**config.mk**
```make
export PLATFORM = sky130hd
export DESIGN_NAME = spr_multi_ctrl
export DESIGN_NICKNAME = d
export VERILOG_FILES = /design/src/rtl/spr_multi_ctrl.sv
export SDC_FILE = /design/constraint.sdc
export NUM_CORES = 1
export LEC_CHECK = 0
export ABC_AREA = 1
export BUFFER_PORTS_ARGS = -buffer_cell sky130_fd_sc_hd__buf_2
export CAP_MARGIN = 20
export CORE_ASPECT_RATIO = 0.6
export CORE_MARGIN = 5
export CORE_UTILIZATION = 49
export CTS_CLUSTER_DIAMETER = 60
export DETAILED_ROUTE_END_ITERATION = 6
export GPL_ROUTABILITY_DRIVEN = 1
export PLACE_DENSITY = 0.67
export SYNTH_ARGS = -nofsm -noshare
export SYNTH_HDL_FRONTEND = slang
export SYNTH_SLANG_ARGS = --single-unit
```
**constraint.sdc**
```tcl
create_clock -name clk_25mhz -period 5 [get_ports clk_25mhz]
set_clock_uncertainty 0.05 [all_clocks]
set_input_delay 0 -clock clk_25mhz [delete_from_list [all_inputs] [get_ports clk_25mhz]]
set_output_delay 0 -clock clk_25mhz [all_outputs]
set_load 0.02 [all_outputs]
```
**src/rtl/spr_multi_ctrl.sv**
```systemverilog
// Multi-sprite compositor: overlays NSPR double-buffered sprites on the VRAM background
// with fixed priority, and reports per-frame bounding-box collisions against sprite 0.
module spr_multi_ctrl #(
  parameter int NSPR   = 4,
  parameter int SPR_W  = 32,
  parameter int SPR_H  = 32,
  parameter int NFRAME = 8,
  parameter int CW     = 9,
  parameter int KEY    = 0
) (
  input  logic                                     clk_25mhz,
  input  logic                                     RST,
  input  logic [9:0]                               pixel_x,
  input  logic [9:0]                               pixel_y,
  input  logic                                     vga_block,
  input  logic                                     vga_end,
  input  logic [9:0]                               bg_pos,
  input  logic [CW-1:0]                            vram_dat,
  input  logic                                     cfg_we,
  input  logic [$clog2(NSPR)-1:0]                  cfg_sel,
  input  logic [9:0]                               cfg_x,
  input  logic [9:0]                               cfg_y,
  input  logic [$clog2(NFRAME)-1:0]                cfg_frame,
  input  logic                                     cfg_en,
  input  logic                                     cfg_flip,
  output logic [$clog2(NFRAME*SPR_W*SPR_H)-1:0]    rom_adr,
  input  logic [CW-1:0]                            rom_dat,
  output logic [CW-1:0]                            vga_dat,
  output logic [NSPR-1:0]                          coll_flags
);

  localparam int SELW = $clog2(NSPR);
  localparam int FRW  = $clog2(NFRAME);
  localparam int WB   = $clog2(SPR_W);
  localparam int HB   = $clog2(SPR_H);

  typedef struct packed {
    logic           en;
    logic [9:0]     x;
    logic [9:0]     y;
    logic [FRW-1:0] frame;
    logic           flip;
  } attr_t;

  attr_t pend_q [NSPR];
  attr_t pend_d [NSPR];
  attr_t act_q  [NSPR];
  attr_t act_d  [NSPR];

  logic [10:0]     dx [NSPR];
  logic [10:0]     dy [NSPR];
  logic [NSPR-1:0] hit;
  logic [SELW-1:0] win;
  logic            any_hit;
  logic [WB-1:0]   lx;

  logic            any_hit_q, blk_q;
  logic [CW-1:0]   vga_dat_q, vga_dat_d;
  logic [NSPR-1:0] acc_q, acc_d, coll_q, coll_d, coll_term;

  // Active set swaps from pre-edge pending contents, so a same-cycle write waits a frame.
  always_comb begin
    for (int i = 0; i < NSPR; i++) begin
      pend_d[i] = pend_q[i];
      act_d[i]  = vga_end ? pend_q[i] : act_q[i];
    end
    if (cfg_we && (int'(cfg_sel) < NSPR)) begin
      pend_d[cfg_sel] = '{en: cfg_en, x: cfg_x, y: cfg_y, frame: cfg_frame, flip: cfg_flip};
    end
  end

  // 11-bit offsets make off-screen (negative) positions fail the range test instead of wrapping.
  always_comb begin
    for (int i = 0; i < NSPR; i++) begin
      dx[i]  = {1'b0, pixel_x} + {1'b0, bg_pos} - {1'b0, act_q[i].x};
      dy[i]  = {1'b0, pixel_y} - {1'b0, act_q[i].y};
      hit[i] = act_q[i].en & vga_block & (dx[i] < 11'(SPR_W)) & (dy[i] < 11'(SPR_H));
    end
  end

  always_comb begin
    win     = '0;
    any_hit = 1'b0;
    for (int i = NSPR - 1; i >= 0; i--) begin
      if (hit[i]) begin
        win     = SELW'(i);
        any_hit = 1'b1;
      end
    end
    lx      = act_q[win].flip ? ~dx[win][WB-1:0] : dx[win][WB-1:0];
    rom_adr = any_hit ? {act_q[win].frame, dy[win][HB-1:0], lx} : '0;
  end

  always_comb begin
    if (!blk_q) begin
      vga_dat_d = '0;
    end else if (any_hit_q && (rom_dat != CW'(KEY))) begin
      vga_dat_d = rom_dat;
    end else begin
      vga_dat_d = vram_dat;
    end
  end

  always_comb begin
    coll_term = '0;
    for (int i = 1; i < NSPR; i++) begin
      coll_term[i] = hit[0] & hit[i];
    end
    acc_d  = acc_q | coll_term;
    coll_d = coll_q;
    if (vga_end) begin
      coll_d = acc_q | coll_term;
      acc_d  = '0;
    end
  end

  always_ff @(posedge clk_25mhz) begin
    if (RST) begin
      for (int i = 0; i < NSPR; i++) begin
        pend_q[i] <= '0;
        act_q[i]  <= '0;
      end
      any_hit_q <= 1'b0;
      blk_q     <= 1'b0;
      vga_dat_q <= '0;
      acc_q     <= '0;
      coll_q    <= '0;
    end else begin
      for (int i = 0; i < NSPR; i++) begin
        pend_q[i] <= pend_d[i];
        act_q[i]  <= act_d[i];
      end
      any_hit_q <= any_hit;
      blk_q     <= vga_block;
      vga_dat_q <= vga_dat_d;
      acc_q     <= acc_d;
      coll_q    <= coll_d;
    end
  end

  assign vga_dat    = vga_dat_q;
  assign coll_flags = coll_q;

endmodule
```
### Word level (Yosys, flattened, before mapping)

Memories as Yosys holds them, arrays and structs flattened.
Index checks and enable logic that the tools add are counted.

* logic and storage cells: 96
* ROM bits: 0
* output and inout bits: 26
* bits in latches: 0
* memories kept: 2
* input port bits: 80
* register bits: 19
* RAM bits: 200

* mux-type cells: 36
* add/sub/neg operators: 9
* divide/modulo/power cells: 0
* shift operators: 0
* reductions and logical operators: 5
* bitwise logic cells: 28
* magnitude comparators: 11
* $mul: 0
* equal/unequal tests: 0

Memory list
* act_q: depth 4, bits a word 25, read ports 5, clocked after memory_dff 0, wr ports 4, line 47 `attr_t act_q [NSPR];`
* pend_q: depth 4, bits a word 25, read ports 4, clocked after memory_dff 0, wr ports 4, line 45 `attr_t pend_q [NSPR];`

Operator list (number)
* $mux W25: 13
* $bwmux W100: 1
* $mux W100: 1
* $lt A11 B6 Y1 const B: 8
* $demux W25 S2: 1
* $bmux W11 S2: 2
* $sub A10 B10 Y11: 4
* $sub A11 B10 Y11: 4
* $mux W5: 5
* $and A1 B1 Y1: 15
* $mux W13: 1
* $add A10 B10 Y11: 1
* $mux W9: 1
* $reduce_bool A9 Y1: 1
* $mux W2: 4
* $or A1 B1 Y1: 8
* $mux W1: 7
* $ge A3 B3 Y1 const B: 2
* $not A2 Y3: 2
* $not A5 Y5: 1
* $or A4 B4 Y4: 1
* $reduce_or A2 Y1: 2
* $lt A3 B1 Y1 const B: 1
* $logic_and A1 B1 Y1: 2
* $not A1 Y1: 1

### Logic depth before layout (Yosys ltp)

* depth in word-level cells: 16
* gate-level depth with buffers: 32
* gate-level depth less buffers: 31

### Worst setup path after synthesis

OpenSTA, ideal clock, no wires.

* path kind: input -> output
* from: input pixel_x[2]
* to: output rom_adr[5]
* arrival: 3.467 ns
* cell stages on the path: 28
* data required time: 4.950 ns
* slack: 1.483 ns
* path buffers: 2
* cells stage by stage: ha_1 nand3_1 nand2_1 a21oi_1 o21bai_1 a21oi_1 o21bai_1 nand2_1 nand2_1 a21oi_1 xnor2_1 ha_1 a21oi_1 a21boi_0 nand3_1 nand2_1 nand2_1 inv_1 nand2_1 nor2_2 nand2_2 nand2_4 nand2_4 buf_6 buf_6 nand2_2 nand3_1 a21oi_1

* cells in the longest elaborated chain, start to end: 14
* elaborated cells on any way between the ends: 30
* classes of those cells: add/sub: 5; order compare: 4; mux: 12; bitwise: 9

Ends and longest elaborated chain
* from (decl): line 13 `input logic [9:0] pixel_x,`
* $add A10 B10 Y11 *: line 75 `dx[i] = {1'b0, pixel_x} + {1'b0, bg_pos} - {1'b0, act_q[i].x};`
* $sub A11 B10 Y11: line 75
* $lt A11 B6 Y1: line 77 `hit[i] = act_q[i].en & vga_block & (dx[i] < 11'(SPR_W)) & (dy[i] < 11'(SPR_H));`
* $and A1 B1 Y1 (2 in a row): line 77
* $mux W2 (4 in a row): line 85 `if (hit[i]) begin`
* $not A2 Y3 (implied by the code): line 91 `rom_adr = any_hit ? {act_q[win].frame, dy[win][HB-1:0], lx} : '0;`
* $bmux W11 S2: line 91
* $mux W5 (implied by the code) (2 in a row): line 91
* $mux W13 *: line 91
* to (decl): line 26 `output logic [$clog2(NFRAME*SPR_W*SPR_H)-1:0] rom_adr,`

Every way passes the cells marked *; elsewhere a longest branch is shown, timed or not. The select of a mux whose other input is x is not followed.

### Worst setup path in the final report

* from: input pixel_x[2]
* to: output rom_adr[7]

The elaborated chain is that of the path after synthesis.

==> summary.txt <==
FF-to-FF path depth: 15
number of DRC markers after the initial detailed-route iteration: 1277
number of placement rows: 46
clk root buf: sky130_fd_sc_hd__clkbuf_16
Worst setup SP type: input port
ratio of total power to cell area: 341.6 nW/um2
mean instance size in the synthesized netlist: 6.602 um2
pin count of the biggest net entering global routing: 85
most common library cell in the layout ignoring fill and taps: sky130_fd_sc_hd__nand2_1
most frequent cell on the critical path: sky130_fd_sc_hd__nand2_1
Setup violations, final: 0
number of flops mapped to enable cells by yosys: 0
cell count along the critical path: 29
DRC: 0
slowest stage delay, CP: 350 ps
Syn. warnings: 0
post-synthesis cell type count: 38
CP Buf/Inv Count: 4
Pleak: 7.256 nW
placer's final routability congestion estimate: 0.9574
gr usage total: 0.2766
Initial DRT Pass Iterations: 5
nets in the synthesized netlist: 2155
data required time of the worst path: 4950 ps
r2r startpoint: act_q[0][14]
boundary pin count: 106
post-route minimum period: 4659 ps
family of cells with the greatest summed delay on the critical path: compound AO/OA/AOI/OAI gates
Clock Pin Slew Worst Setup and Hold Paths: 70 ps
worst endpoint data arrival time: 4610 ps
deepest clock path buffer count: 3
Core Box Area: 26300 um2
share of layout cells above drive strength 1: 0.09887
top_reg_cell synth: sky130_fd_sc_hd__dfxtp_1
remaining global-route overflow: 0
antenna violations before repair: 0
ratio of routed vias to standard cells: 5.291
share of flip-flops with an asynchronous set or reset after synthesis: 0
clock sink count: 217
RSZ-0062 raised after global routing: false
post-CTS setup buffer count: 0
post-synthesis instance area: 13050 um2
number of buffers created by CTS: 23
placed instance area: 13890 um2
headroom to the max-slew limit: 0.3530
hold violation count in the final report: 0
final total negative setup slack: 0 ps
Detailed Place HPWL: 31180 um
worst reg2reg endpoint: coll_flags[2]
smallest setup slack after layout: 340.8 ps
hold crit path type: input port to flop
post-placement setup slack: 299.3 ps
final max-slew violation count: 0
worst-case hold path end point: pend_q[0][20]
element type at the critical path end: output port
Peak VDD IR: 0.2700 mV
final instance count without filler cells: 2484
post-synthesis to final-layout area growth: 16.73%
worst hold path startpoint: cfg_we
clock latency reported for the late side of the worst-skew pair: 540 ps
horizontal die dimension: 220.6 um
maximum clock rate: 214.6 MHz
area enclosed by the die boundary: 30090 um2
total design power: 5.202 mW
worst reg2reg setup slack: 1810 ps
total of flip-flops plus latches after synthesis: 217
average wire per cell in the routed design: 17.07 um
transition time at the pin with the least slew margin: 964.5 ps
critical path class: input port to output port
summed area of non-filler cells in the final layout: 15230 um2
slowest cell on the critical path: sky130_fd_sc_hd__ha_1
H-tree levels: 1
outcome: finished, final reports clean
wirelength, routed: 42390 um
total of buffers placed on input and output ports: 104
via count: 13140
number of global-route vias before repair: 11960
die boundary height: 136.4 um
number of diodes: 0
number of nets with antenna violations after routing: 0
max-capacitance violation count: 0
count of mapped cells out of synthesis: 1976
global-route wire length before repair: 65250 um
worst hold path stage count: 4
total number of nets in the final design: 2286
starting density of the core: 0.4960
CTS tree: built
part of the Yosys area used for sequential elements: 0.3330
part of the cycle the worst path needs: 0.9318
commonest cells after routing, fill and taps aside: sky130_fd_sc_hd__nand2_1, sky130_fd_sc_hd__inv_1, sky130_fd_sc_hd__nor2_1
instance count after placement with tap cells included: 2395
worst-path fanout max: 22
-- routing by layer --
layer,global-route usage,vias to the layer above,share of wire
met3,0.06633,43,0.11
met4,0.04028,0,0.013
li1,-,6550,-
met2,0.3908,489,0.39
met5,0,-,0
met1,0.4319,6060,0.49
-- synthesized netlist by cell type, types with 3 or more instances --
| library cell | count | area, um2 |
|---|---|---|
| sky130_fd_sc_hd__nand2_1 | 469 | 1760 |
| sky130_fd_sc_hd__inv_1 | 290 | 1089 |
| sky130_fd_sc_hd__nor2_1 | 256 | 960.9 |
| sky130_fd_sc_hd__dfxtp_1 | 217 | 4344 |
| sky130_fd_sc_hd__o21ai_0 | 190 | 950.9 |
| sky130_fd_sc_hd__nand3_1 | 129 | 645.6 |
| sky130_fd_sc_hd__a21oi_1 | 95 | 475.5 |
| sky130_fd_sc_hd__ha_1 | 90 | 1126 |
| sky130_fd_sc_hd__clkbuf_1 | 50 | 187.7 |
| sky130_fd_sc_hd__o22ai_1 | 25 | 156.4 |
| sky130_fd_sc_hd__xnor2_1 | 22 | 192.7 |
| sky130_fd_sc_hd__nand4_1 | 16 | 100.1 |
| sky130_fd_sc_hd__xor2_1 | 14 | 122.6 |
| sky130_fd_sc_hd__nand2_2 | 10 | 62.56 |
| sky130_fd_sc_hd__nand3b_1 | 10 | 75.07 |
| sky130_fd_sc_hd__a21oi_2 | 9 | 78.83 |
| sky130_fd_sc_hd__fa_1 | 9 | 180.2 |
| sky130_fd_sc_hd__nor2_2 | 8 | 50.05 |
| sky130_fd_sc_hd__clkinv_1 | 7 | 26.28 |
| sky130_fd_sc_hd__nand3_2 | 7 | 70.07 |
| sky130_fd_sc_hd__nor3_1 | 7 | 35.03 |
| sky130_fd_sc_hd__o21bai_1 | 7 | 52.55 |
| sky130_fd_sc_hd__o21ai_1 | 6 | 30.03 |
| sky130_fd_sc_hd__a31oi_1 | 4 | 25.02 |
| sky130_fd_sc_hd__buf_6 | 4 | 45.04 |
| sky130_fd_sc_hd__inv_2 | 4 | 15.01 |
| sky130_fd_sc_hd__nand2_4 | 4 | 45.04 |
| sky130_fd_sc_hd__o21ai_2 | 3 | 26.28 |
| sky130_fd_sc_hd__or2_1 | 3 | 18.77 |
-- area by class of cell --
type / count / area [um2]
well taps: 360 / 450.4
flip-flops and latches: 217 / 4344
clock inverters: 16 / 249.0
fillers: 2631 / 11080
inverters: 301 / 1130
multi-input cells: 1402 / 7353
repair buffers: 162 / 1094
clock buffers: 26 / 606.8
-- how the worst max path moves through the flow --
stage          startpoint         end  slack [ps]
6_report       pixel_x[2]  rom_adr[7]         340
5_1_grt        pixel_x[2]  rom_adr[7]          10
4_1_cts        pixel_x[2]  rom_adr[7]         330
3_5_place_dp   pixel_x[2]  rom_adr[7]         300
3_3_place_gp   pixel_x[2]  rom_adr[7]         420
2_1_floorplan  pixel_x[2]  rom_adr[5]        1480
-- repair_timing --
item                                   CTS  global route
gates resized for setup                  0             1
hold buffers                            47             0
setup endpoints to repair                0            11
endpoints found under the hold margin  111             0
-- through the flow --
step / hold WS [ps] / utilization
2_1_floorplan: 21.18 / -
4_1_cts: 53.18 / 0.5786
3_3_place_gp: 172.5 / 0.5272
3_5_place_dp: 180.5 / 0.5282
5_1_grt: 90.04 / 0.5789
6_report: 65.75 / 0.5789
-- power breakdown --
group,total (mW),internal [mW],switching (mW)
sequential,1.82,1.79,0.0277
combinational,1.45,0.501,0.947
clock,1.93,1.16,0.778
-- state kept, by name (all words and copies together), names as in the netlist --
name / cells
act_q: 100
any_hit_q: 1
pend_q: 100
acc_q: 3
blk_q: 1
vga_dat: 9
coll_flags: 3
-- tightest hold or removal path: cells and delay by family --
family | cells | cell delay [ps]
compound gates | 1 | 180
buf+inv | 2 | 370
simple gates | 1 | 60
-- kinds of logic (layout without fill, tap and decap cells) --
kind of cell	after synthesis	after routing	share of synthesized area
other	1	1	0.0002875
xor gates and xnor gates	36	36	0.02417
buffers and inverters	357	505	0.1054
and+or+nand+nor	924	924	0.2976
DFF	217	217	0.3330
adders and majority gates	99	99	0.1001
AOI/OAI and AO/OA	342	342	0.1394
Note: power is estimated with default switching activity, not from simulation.
